**src/rtl/vga_timing_pkg.sv**
```systemverilog
// Shared 640x480@60 VGA timing constants, used by the timing generator and the pixel generator.
package vga_timing_pkg;
  localparam int CLK_DIV   = 4;
  localparam int H_VISIBLE = 640;
  localparam int H_FRONT   = 16;
  localparam int H_SYNC    = 96;
  localparam int H_BACK    = 48;
  localparam int V_VISIBLE = 480;
  localparam int V_FRONT   = 10;
  localparam int V_SYNC    = 2;
  localparam int V_BACK    = 33;

  localparam int H_TOTAL      = H_VISIBLE + H_FRONT + H_SYNC + H_BACK;
  localparam int V_TOTAL      = V_VISIBLE + V_FRONT + V_SYNC + V_BACK;
  localparam int H_SYNC_START = H_VISIBLE + H_FRONT;
  localparam int H_SYNC_END   = H_SYNC_START + H_SYNC - 1;
  localparam int V_SYNC_START = V_VISIBLE + V_FRONT;
  localparam int V_SYNC_END   = V_SYNC_START + V_SYNC - 1;

  localparam int CNT_W = 10;
  localparam int FC_W  = 8;

  typedef struct packed {
    logic [CNT_W-1:0] h;
    logic [CNT_W-1:0] v;
  } pos_t;

  // Inclusive range test on a raster coordinate.
  function automatic logic in_range(logic [CNT_W-1:0] x, int lo, int hi);
    return (int'(x) >= lo) && (int'(x) <= hi);
  endfunction
endpackage

```
**src/rtl/vga_timing_gen_if.sv**
```systemverilog
// Raster timing bundle: run enable in, pixel position / sync / frame markers out.
interface vga_timing_gen_if;
  import vga_timing_pkg::*;

  logic             en;
  logic             pclk_en;
  logic [CNT_W-1:0] h_cnt;
  logic [CNT_W-1:0] v_cnt;
  logic             valid;
  logic             hsync;
  logic             vsync;
  logic             line_start;
  logic             frame_start;
  logic [FC_W-1:0]  frame_cnt;

  modport master (
    input  en,
    output pclk_en, h_cnt, v_cnt, valid, hsync, vsync,
           line_start, frame_start, frame_cnt
  );

  modport slave (
    output en,
    input  pclk_en, h_cnt, v_cnt, valid, hsync, vsync,
           line_start, frame_start, frame_cnt
  );
endinterface

```
**src/rtl/vga_timing_gen_pixel_tick_gen.sv**
```systemverilog
// Pixel-rate divider: tick qualifies the clk edge that advances the raster.
module pixel_tick_gen #(
  parameter int CLK_DIV = vga_timing_pkg::CLK_DIV
) (
  input  logic clk,
  input  logic rst_n,
  input  logic en,
  output logic tick,
  output logic pclk_en
);
  localparam int DIV_W = (CLK_DIV > 1) ? $clog2(CLK_DIV) : 1;
  localparam logic [DIV_W-1:0] DIV_LAST = DIV_W'(CLK_DIV - 1);

  logic [DIV_W-1:0] div;

  assign tick = en && (div == DIV_LAST);

  always_ff @(posedge clk or negedge rst_n) begin
    if (!rst_n) begin
      div     <= '0;
      pclk_en <= 1'b0;
    end else begin
      pclk_en <= tick;
      if (tick)    div <= '0;
      else if (en) div <= div + 1'b1;
    end
  end
endmodule

```
**src/rtl/vga_timing_gen.sv**
```systemverilog
// VGA raster timing: position counters plus registered video/sync/frame flags aligned to them.
module vga_timing_gen #(
  parameter int CLK_DIV   = vga_timing_pkg::CLK_DIV,
  parameter int H_VISIBLE = vga_timing_pkg::H_VISIBLE,
  parameter int H_FRONT   = vga_timing_pkg::H_FRONT,
  parameter int H_SYNC    = vga_timing_pkg::H_SYNC,
  parameter int H_BACK    = vga_timing_pkg::H_BACK,
  parameter int V_VISIBLE = vga_timing_pkg::V_VISIBLE,
  parameter int V_FRONT   = vga_timing_pkg::V_FRONT,
  parameter int V_SYNC    = vga_timing_pkg::V_SYNC,
  parameter int V_BACK    = vga_timing_pkg::V_BACK
) (
  input  logic            clk,
  input  logic            rst_n,
  vga_timing_gen_if.master vga
);
  import vga_timing_pkg::*;

  localparam int H_TOT = H_VISIBLE + H_FRONT + H_SYNC + H_BACK;
  localparam int V_TOT = V_VISIBLE + V_FRONT + V_SYNC + V_BACK;
  localparam int H_SS  = H_VISIBLE + H_FRONT;
  localparam int H_SE  = H_SS + H_SYNC - 1;
  localparam int V_SS  = V_VISIBLE + V_FRONT;
  localparam int V_SE  = V_SS + V_SYNC - 1;
  localparam logic [CNT_W-1:0] H_LAST = CNT_W'(H_TOT - 1);
  localparam logic [CNT_W-1:0] V_LAST = CNT_W'(V_TOT - 1);

  logic            tick;
  pos_t            pos_q, pos_nx;
  logic            valid_q, hsync_q, vsync_q, line_q, frame_q;
  logic [FC_W-1:0] fc_q;
  logic            nx_origin;

  pixel_tick_gen #(.CLK_DIV(CLK_DIV)) u_tick (
    .clk     (clk),
    .rst_n   (rst_n),
    .en      (vga.en),
    .tick    (tick),
    .pclk_en (vga.pclk_en)
  );

  always_comb begin
    pos_nx = pos_q;
    if (pos_q.h == H_LAST) begin
      pos_nx.h = '0;
      pos_nx.v = (pos_q.v == V_LAST) ? '0 : pos_q.v + 1'b1;
    end else begin
      pos_nx.h = pos_q.h + 1'b1;
    end
  end

  assign nx_origin = (pos_nx.h == '0) && (pos_nx.v == '0);

  // Flags are computed from the next position so they land in the same cycle as the counters.
  always_ff @(posedge clk or negedge rst_n) begin
    if (!rst_n) begin
      pos_q   <= '{h: H_LAST, v: V_LAST};
      valid_q <= 1'b0;
      hsync_q <= 1'b1;
      vsync_q <= 1'b1;
      line_q  <= 1'b0;
      frame_q <= 1'b0;
      fc_q    <= '0;
    end else begin
      line_q  <= 1'b0;
      frame_q <= 1'b0;
      if (tick) begin
        pos_q   <= pos_nx;
        valid_q <= (int'(pos_nx.h) < H_VISIBLE) && (int'(pos_nx.v) < V_VISIBLE);
        hsync_q <= !in_range(pos_nx.h, H_SS, H_SE);
        vsync_q <= !in_range(pos_nx.v, V_SS, V_SE);
        line_q  <= (pos_nx.h == '0);
        frame_q <= nx_origin;
        if (nx_origin) fc_q <= fc_q + 1'b1;
      end
    end
  end

  assign vga.h_cnt       = pos_q.h;
  assign vga.v_cnt       = pos_q.v;
  assign vga.valid       = valid_q;
  assign vga.hsync       = hsync_q;
  assign vga.vsync       = vsync_q;
  assign vga.line_start  = line_q;
  assign vga.frame_start = frame_q;
  assign vga.frame_cnt   = fc_q;
endmodule

```
**src/flat_wrapper.sv**
```systemverilog
// flat-port wrapper written by rule: the top's interface ports become plain ports
module vga_timing_gen_flat import vga_timing_pkg::*;
#(
  parameter int CLK_DIV   = vga_timing_pkg::CLK_DIV,
  parameter int H_VISIBLE = vga_timing_pkg::H_VISIBLE,
  parameter int H_FRONT   = vga_timing_pkg::H_FRONT,
  parameter int H_SYNC    = vga_timing_pkg::H_SYNC,
  parameter int H_BACK    = vga_timing_pkg::H_BACK,
  parameter int V_VISIBLE = vga_timing_pkg::V_VISIBLE,
  parameter int V_FRONT   = vga_timing_pkg::V_FRONT,
  parameter int V_SYNC    = vga_timing_pkg::V_SYNC,
  parameter int V_BACK    = vga_timing_pkg::V_BACK
)
  (clk, rst_n, vga_en, vga_pclk_en, vga_h_cnt, vga_v_cnt, vga_valid, vga_hsync, vga_vsync, vga_line_start, vga_frame_start, vga_frame_cnt);
  vga_timing_gen_if vga_i ();
  input  logic clk;
  input  logic rst_n;
  input wire logic [$bits(vga_i.en)-1:0] vga_en;
  output wire logic [$bits(vga_i.pclk_en)-1:0] vga_pclk_en;
  output wire logic [$bits(vga_i.h_cnt)-1:0] vga_h_cnt;
  output wire logic [$bits(vga_i.v_cnt)-1:0] vga_v_cnt;
  output wire logic [$bits(vga_i.valid)-1:0] vga_valid;
  output wire logic [$bits(vga_i.hsync)-1:0] vga_hsync;
  output wire logic [$bits(vga_i.vsync)-1:0] vga_vsync;
  output wire logic [$bits(vga_i.line_start)-1:0] vga_line_start;
  output wire logic [$bits(vga_i.frame_start)-1:0] vga_frame_start;
  output wire logic [$bits(vga_i.frame_cnt)-1:0] vga_frame_cnt;
  assign vga_i.en = vga_en;
  assign vga_pclk_en = vga_i.pclk_en;
  assign vga_h_cnt = vga_i.h_cnt;
  assign vga_v_cnt = vga_i.v_cnt;
  assign vga_valid = vga_i.valid;
  assign vga_hsync = vga_i.hsync;
  assign vga_vsync = vga_i.vsync;
  assign vga_line_start = vga_i.line_start;
  assign vga_frame_start = vga_i.frame_start;
  assign vga_frame_cnt = vga_i.frame_cnt;
  vga_timing_gen #(.CLK_DIV(CLK_DIV), .H_VISIBLE(H_VISIBLE), .H_FRONT(H_FRONT), .H_SYNC(H_SYNC), .H_BACK(H_BACK), .V_VISIBLE(V_VISIBLE), .V_FRONT(V_FRONT), .V_SYNC(V_SYNC), .V_BACK(V_BACK)) u_core (.clk(clk), .rst_n(rst_n), .vga(vga_i));
endmodule
```
**config.mk**
```make
export PLATFORM = sky130hd
export DESIGN_NAME = vga_timing_gen_flat
export DESIGN_NICKNAME = d
export VERILOG_FILES = /design/src/rtl/vga_timing_pkg.sv /design/src/rtl/vga_timing_gen_if.sv /design/src/rtl/vga_timing_gen_pixel_tick_gen.sv /design/src/rtl/vga_timing_gen.sv /design/src/flat_wrapper.sv
export SDC_FILE = /design/constraint.sdc
export NUM_CORES = 1
export LEC_CHECK = 0
export CAP_MARGIN = 20
export CELL_PAD_IN_SITES_DETAIL_PLACEMENT = 0
export CELL_PAD_IN_SITES_GLOBAL_PLACEMENT = 2
export CORE_MARGIN = 4
export CORE_UTILIZATION = 30
export DETAILED_ROUTE_END_ITERATION = 16
export PLACE_DENSITY = 0.74
export SLEW_MARGIN = 0
export SYNTH_ARGS = -nofsm -noshare
export SYNTH_HDL_FRONTEND = slang
export SYNTH_SLANG_ARGS = --single-unit
```
**constraint.sdc**
```tcl
create_clock -name clk -period 2.8 [get_ports clk]
set_clock_uncertainty 0.1 [all_clocks]
set_input_delay 0.42 -clock clk [delete_from_list [all_inputs] [get_ports clk]]
set_output_delay 0.42 -clock clk [all_outputs]
set_load 0.01 [all_outputs]
```
**Word level (Yosys, flattened, before mapping)**

Cells that the tools add are included.

- Logic and storage cells: 41
- Output and inout port bits: 34
- Flip-flop bits (word level): 36

- Multiplexer cells: 7
- Magnitude comparators: 6
- Equal/unequal tests: 3
- Add/subtract/negate cells: 4
- Reduce and logical (&&, ||, !) cells: 11

Operators with widths:

| cell | number |
|---|---|
| 2-to-1 mux 10 bit | 3 |
| adder 10 x 1 -> 10 bit (second input constant) | 2 |
| equality test 10 bit (second input constant) | 2 |
| logical NOT 10 bit | 2 |
| >= comparator 10 bit (second input constant) | 1 |
| >= comparator 10 x 9 -> 1 bit (second input constant) | 1 |
| <= comparator 10 bit (second input constant) | 1 |
| <= comparator 10 x 9 -> 1 bit (second input constant) | 1 |
| less-than comparator 10 bit (second input constant) | 1 |
| less-than comparator 10 x 9 -> 1 bit (second input constant) | 1 |
| adder 8 x 1 -> 8 bit (second input constant) | 1 |
| logical AND 1 bit | 5 |
| 2-to-1 mux 2 bit | 2 |
| adder 2 x 1 -> 2 bit (second input constant) | 1 |
| equality test 2 bit (second input constant) | 1 |
| logical NOT 1 bit | 2 |
| 2-to-1 mux 1 bit | 2 |
| AND reduction 2 bit | 1 |
| nonzero test 2 bit | 1 |

**Longest topological paths before layout**

Gate-level depths: netlist of run 1.

- Word-level depth: 6
- Depth in mapped cells: 10
- Depth with buffers taken out: 9

**Cells and area by module**

A second synthesis of run 1 with hierarchy kept.

- Cells, all modules: 248
- Area total of the unflattened synthesis: 2303.5 um^2

Modules (own cells, without submodules):

| module | times used | cells each | sequential area each (um^2) | area each (um^2) |
|---|---|---|---|---|
| vga_timing_gen | 1 | 240 | 840.8 | 2177.1 |
| pixel_tick_gen | 1 | 8 | 75.1 | 126.4 |

**Worst setup path after synthesis of run 1**

Ideal clock, no wire load.

- Path type: register to register
- Start: register u_core.pos_q, in the netlist u_core.vga.h_cnt[0]
- End: register u_core.fc_q[1] (netlist: u_core.vga.frame_cnt[1])
- Arrival time: 2.701 ns
- Setup time: 0.125 ns
- Stages on the path, launching flop included: 11
- Path slack: -0.126 ns
- Cell sequence: dfstp_2 > ha_1 > and4_1 > clkbuf_1 > and3_1 > buf_6 > nor2_2 > or3_4 > nor4_4 > nand2_2 > mux2_4

- Cells in the longest elaborated chain, start to end: 5

Ends and longest elaborated chain:

| element | RTL line | text |
|---|---|---|
| from (decl) | vga_timing_gen.sv:29 | `pos_t pos_q, pos_nx;` |
| from (signal assigned) | vga_timing_gen.sv:57 | `pos_q <= '{h: H_LAST, v: V_LAST};` |
| from (signal assigned) | vga_timing_gen.sv:68 | `pos_q <= pos_nx;` |
| adder 10 x 1 -> 10 bit / equality test 10 bit (equally long branches) | vga_timing_gen.sv:48, vga_timing_gen.sv:44 |  |
| 2-to-1 mux 10 bit | vga_timing_gen.sv:44 | `if (pos_q.h == H_LAST) begin` |
| logical NOT 10 bit | vga_timing_gen.sv:52 | `assign nx_origin = (pos_nx.h == '0) && (pos_nx.v == '0);` |
| logical AND 1 bit * | vga_timing_gen.sv:52 |  |
| AND reduction 2 bit (no line) * | - |  |
| to (signal assigned) | vga_timing_gen.sv:74 | `if (nx_origin) fc_q <= fc_q + 1'b1;` |
| to (decl) | vga_timing_gen.sv:31 | `logic [FC_W-1:0] fc_q;` |

Mark *: on every way between the ends. The rest lies on a longest branch, timed or not.
A chain may end at the register's enable or synchronous reset.

**Worst setup path in the final report of run 1**

Ends and elaborated chain as after synthesis.

==> results.ini, run 1 <==
[synthesis]
synth_top_cell_area_share_pct = 26.0
ys_ff_latch = 36
synth-main-ff-cell = dfrtp_1
synth_edf_count = 0
synth_common_cells = nand2_1, dfrtp_1, xnor2_1
synth_area_leader_cell = dfrtp_1
yosys_warnings = 0
synth_cells = 246
async_flop_share_pct = 100
ys_seq_area_share_pct = 39.7
syn-num-nets = 256
syn_area_sq_mm = 0.00231
ys_types = 56
yosysMostFrequentCell = nand2_1
postSynthAreaPerCell_sq_um = 9.38
ys_top_cells_by_area = dfrtp_1, dfstp_2, xnor2_1

[routing]
drtPass1Iterations = 4
wirelength_um = 6100
route.detailed.drc = 0
drt-vias-per-instance = 5.06
via_count = 2028
final_antenna_net_count = 0
first_iter_violations = 126
wire_per_inst_um = 15.2

[clock_tree]
cts_buffer_depth = 2
post_cts_buffers = 0
insertion_delay_ns = 0.29
cts_tree = yes
cts-root-buf = clkbuf_8
h-tree-depth = 2
clkTransAtPathRegs_ns = 0.08
cts-resized-gates = 0
cts.sinks = 36
cts_buffers = 5
cts_hold_buffers = 0

[die]
rows = 31
start_util_pct = 31.3
die_w_um = 95.7
ios = 37
chipHeight_um = 95.7
dieArea_sq_mm = 0.00916
core_area_sq_mm = 0.00737

[power_and_ir_drop]
p_leak_uw = 0.00125
power_density_mw_per_mm2 = 474
peakVddDrop_mv = 0.355

[timing]
fin_crit_ns = 2.66
final_hold_viol_count = 0
setup_violations = 0
finalWorstSetupSlack_ns = 0.136
timing.final.crit_share_pct = 95.2
slew_headroom_pct = 43.5
drv_slew = 0
rsz0062_at_grt = yes
worstMarginPinSlew_ns = 0.848
timing.fmax_mhz = 375

[status]
run_status = complete, no violations

[grt]
grt_pass1_wl_um = 10500
grt_max_degree = 37
grt_pass1_vias = 2052
gr-total-overflow = 0
antenna_found_initial = 0
grt_usage_pct = 14.6

[critical_path]
crit_chain = buf_4 -> nand2_1 -> nor4b_2 -> a211oi_1 -> or3_4 -> nor4_4 -> nand2_2 -> mux2_4
critPathCaptureType = register
crit_buf_inv = 1
worstPathArrival_ns = 2.74
cp_data_required_time_ns = 2.88
crit_family = simple AND/OR/NAND/NOR gates
start_kind = register
critPathSlowestCell = dfstp_2
critPathKind = reg2reg
cp_slowest_stage_delay_ns = 0.56
cp_max_fo = 9

[place]
placed_cells = 393
pre_cts_ws_ns = 0.116
portBuffers = 36
dp_hpwl_um = 4420
place.gp.congestion = 0.817

[job]
max_cap_viol_count = 0

[layout]
nNetsFinal = 311
n_fill_cell = 733
final_cells = 401
area_growth_pct = 31.7
antennaDiodeCount = 0
drive_gt1_share_pct = 20.9
finalCoreUtilization_pct = 41.2

[worst_hold_path]
hp-class = in2async

## where the power goes
group | internal, uW | switching, uW | total [uW]
logic | 157 | 166 | 323
registers | 589 | 54.8 | 644
clock network | 264 | 209 | 472
## per-layer routing
| layer | GRT usage (%) | wire length [um] |
|---|---|---|
| met5 | 0 | 0 |
| met4 | 3.67 | 66 |
| met3 | 2.81 | 245 |
| met2 | 23.3 | 2800 |
| met1 | 20.3 | 2990 |
## layout by cell type (no fill, tap or decap), types with 6 or more instances in the layout
cell type	n
a21oi_1	6
and3_1	8
buf_4	25
clkdlybuf4s50_1	35
dfrtp_1	24
dfstp_2	12
ha_1	6
inv_1	6
nand2_1	28
nand3_1	11
nand4_1	10
nor2_1	15
nor3_1	9
o21ai_0	10
xnor2_1	16
## cell type report
type                            instances  area [sq um]  area share, %
Multi-Input combinational cell        190          1320           43.4
Sequential cell                        36           916           30.1
Timing Repair Buffer                   61           543           17.9
Tap cell                               99           124           4.08
Clock buffer                            5          68.8           2.26
Clock inverter                          3          42.5           1.40
Inverter                                7          26.3          0.865
## per-stage QoR
| step | total power [uW] | setup TNS (ns) | hold slack, ns | cell area, sq um |
|---|---|---|---|---|
| floorplan | 810 | 0 | 0.0244 | 2320 |
| global placement | 977 | 0 | 0.362 | 2920 |
| detailed placement | 978 | 0 | 0.370 | 2920 |
| CTS | 1460 | 0 | 0.167 | 3030 |
| global route | 1530 | -0.00576 | 0.199 | 3040 |
| finish | 1440 | 0 | 0.133 | 3040 |
## sequential cells by signal (all words and copies together) (netlist names)
| register | flops |
|---|---|
| u_core.u_tick.pclk_en | 1 |
| u_core.vga.valid | 1 |
| u_core.vga.line_start | 1 |
| u_core.vga.hsync | 1 |
| u_core.vga.frame_start | 1 |
| u_core.vga.frame_cnt | 8 |
| u_core.vga.h_cnt | 10 |
| u_core.vga.v_cnt | 10 |
| u_core.u_tick.div | 2 |
| u_core.vga.vsync | 1 |
## worst paths after layout
check	startpoint	slack [ns]	end	depth (start not counted)
max	u_core.vga.h_cnt[0]$_DFFE_PN1P_	0.14	u_core.vga.frame_cnt[1]$_DFFE_PN0P_	8
min	rst_n	0.13	u_core.vga.v_cnt[6]$_DFFE_PN0P_	1
min in group clk	u_core.vga.frame_cnt[7]$_DFFE_PN0P_	0.38	u_core.vga.frame_cnt[7]$_DFFE_PN0P_	1
min reg2reg	u_core.vga.frame_cnt[7]$_DFFE_PN0P_	0.38	u_core.vga.frame_cnt[7]$_DFFE_PN0P_	1
max in group asynchronous	rst_n	1.94	u_core.vga.line_start$_DFF_PN0_	1
max reg2reg	u_core.vga.h_cnt[0]$_DFFE_PN1P_	0.14	u_core.vga.frame_cnt[1]$_DFFE_PN0P_	8
## kinds of logic (layout without fill, tap and decap cells)
family                   count (synthesis)  in the layout  share of synthesized area, %
XOR/XNOR                                21             21                          7.97
AND/OR/NAND/NOR                        112            112                          28.5
flip-flops                              36             36                          39.7
multiplexers                             3              3                          1.57
adder cells (fa/ha/maj)                  8              8                          4.23
AO/OA/AOI/OAI                           46             46                          13.8
buffers and inverters                   20             76                          4.18
Note: power is estimated with default switching activity, not from simulation.
==> run 2: changes to the inputs <==
TNS_END_PERCENT = 30   (was not set)
==> results of run 2 <==
The final DEF is identical to that of run 1; final timing and power are the same.
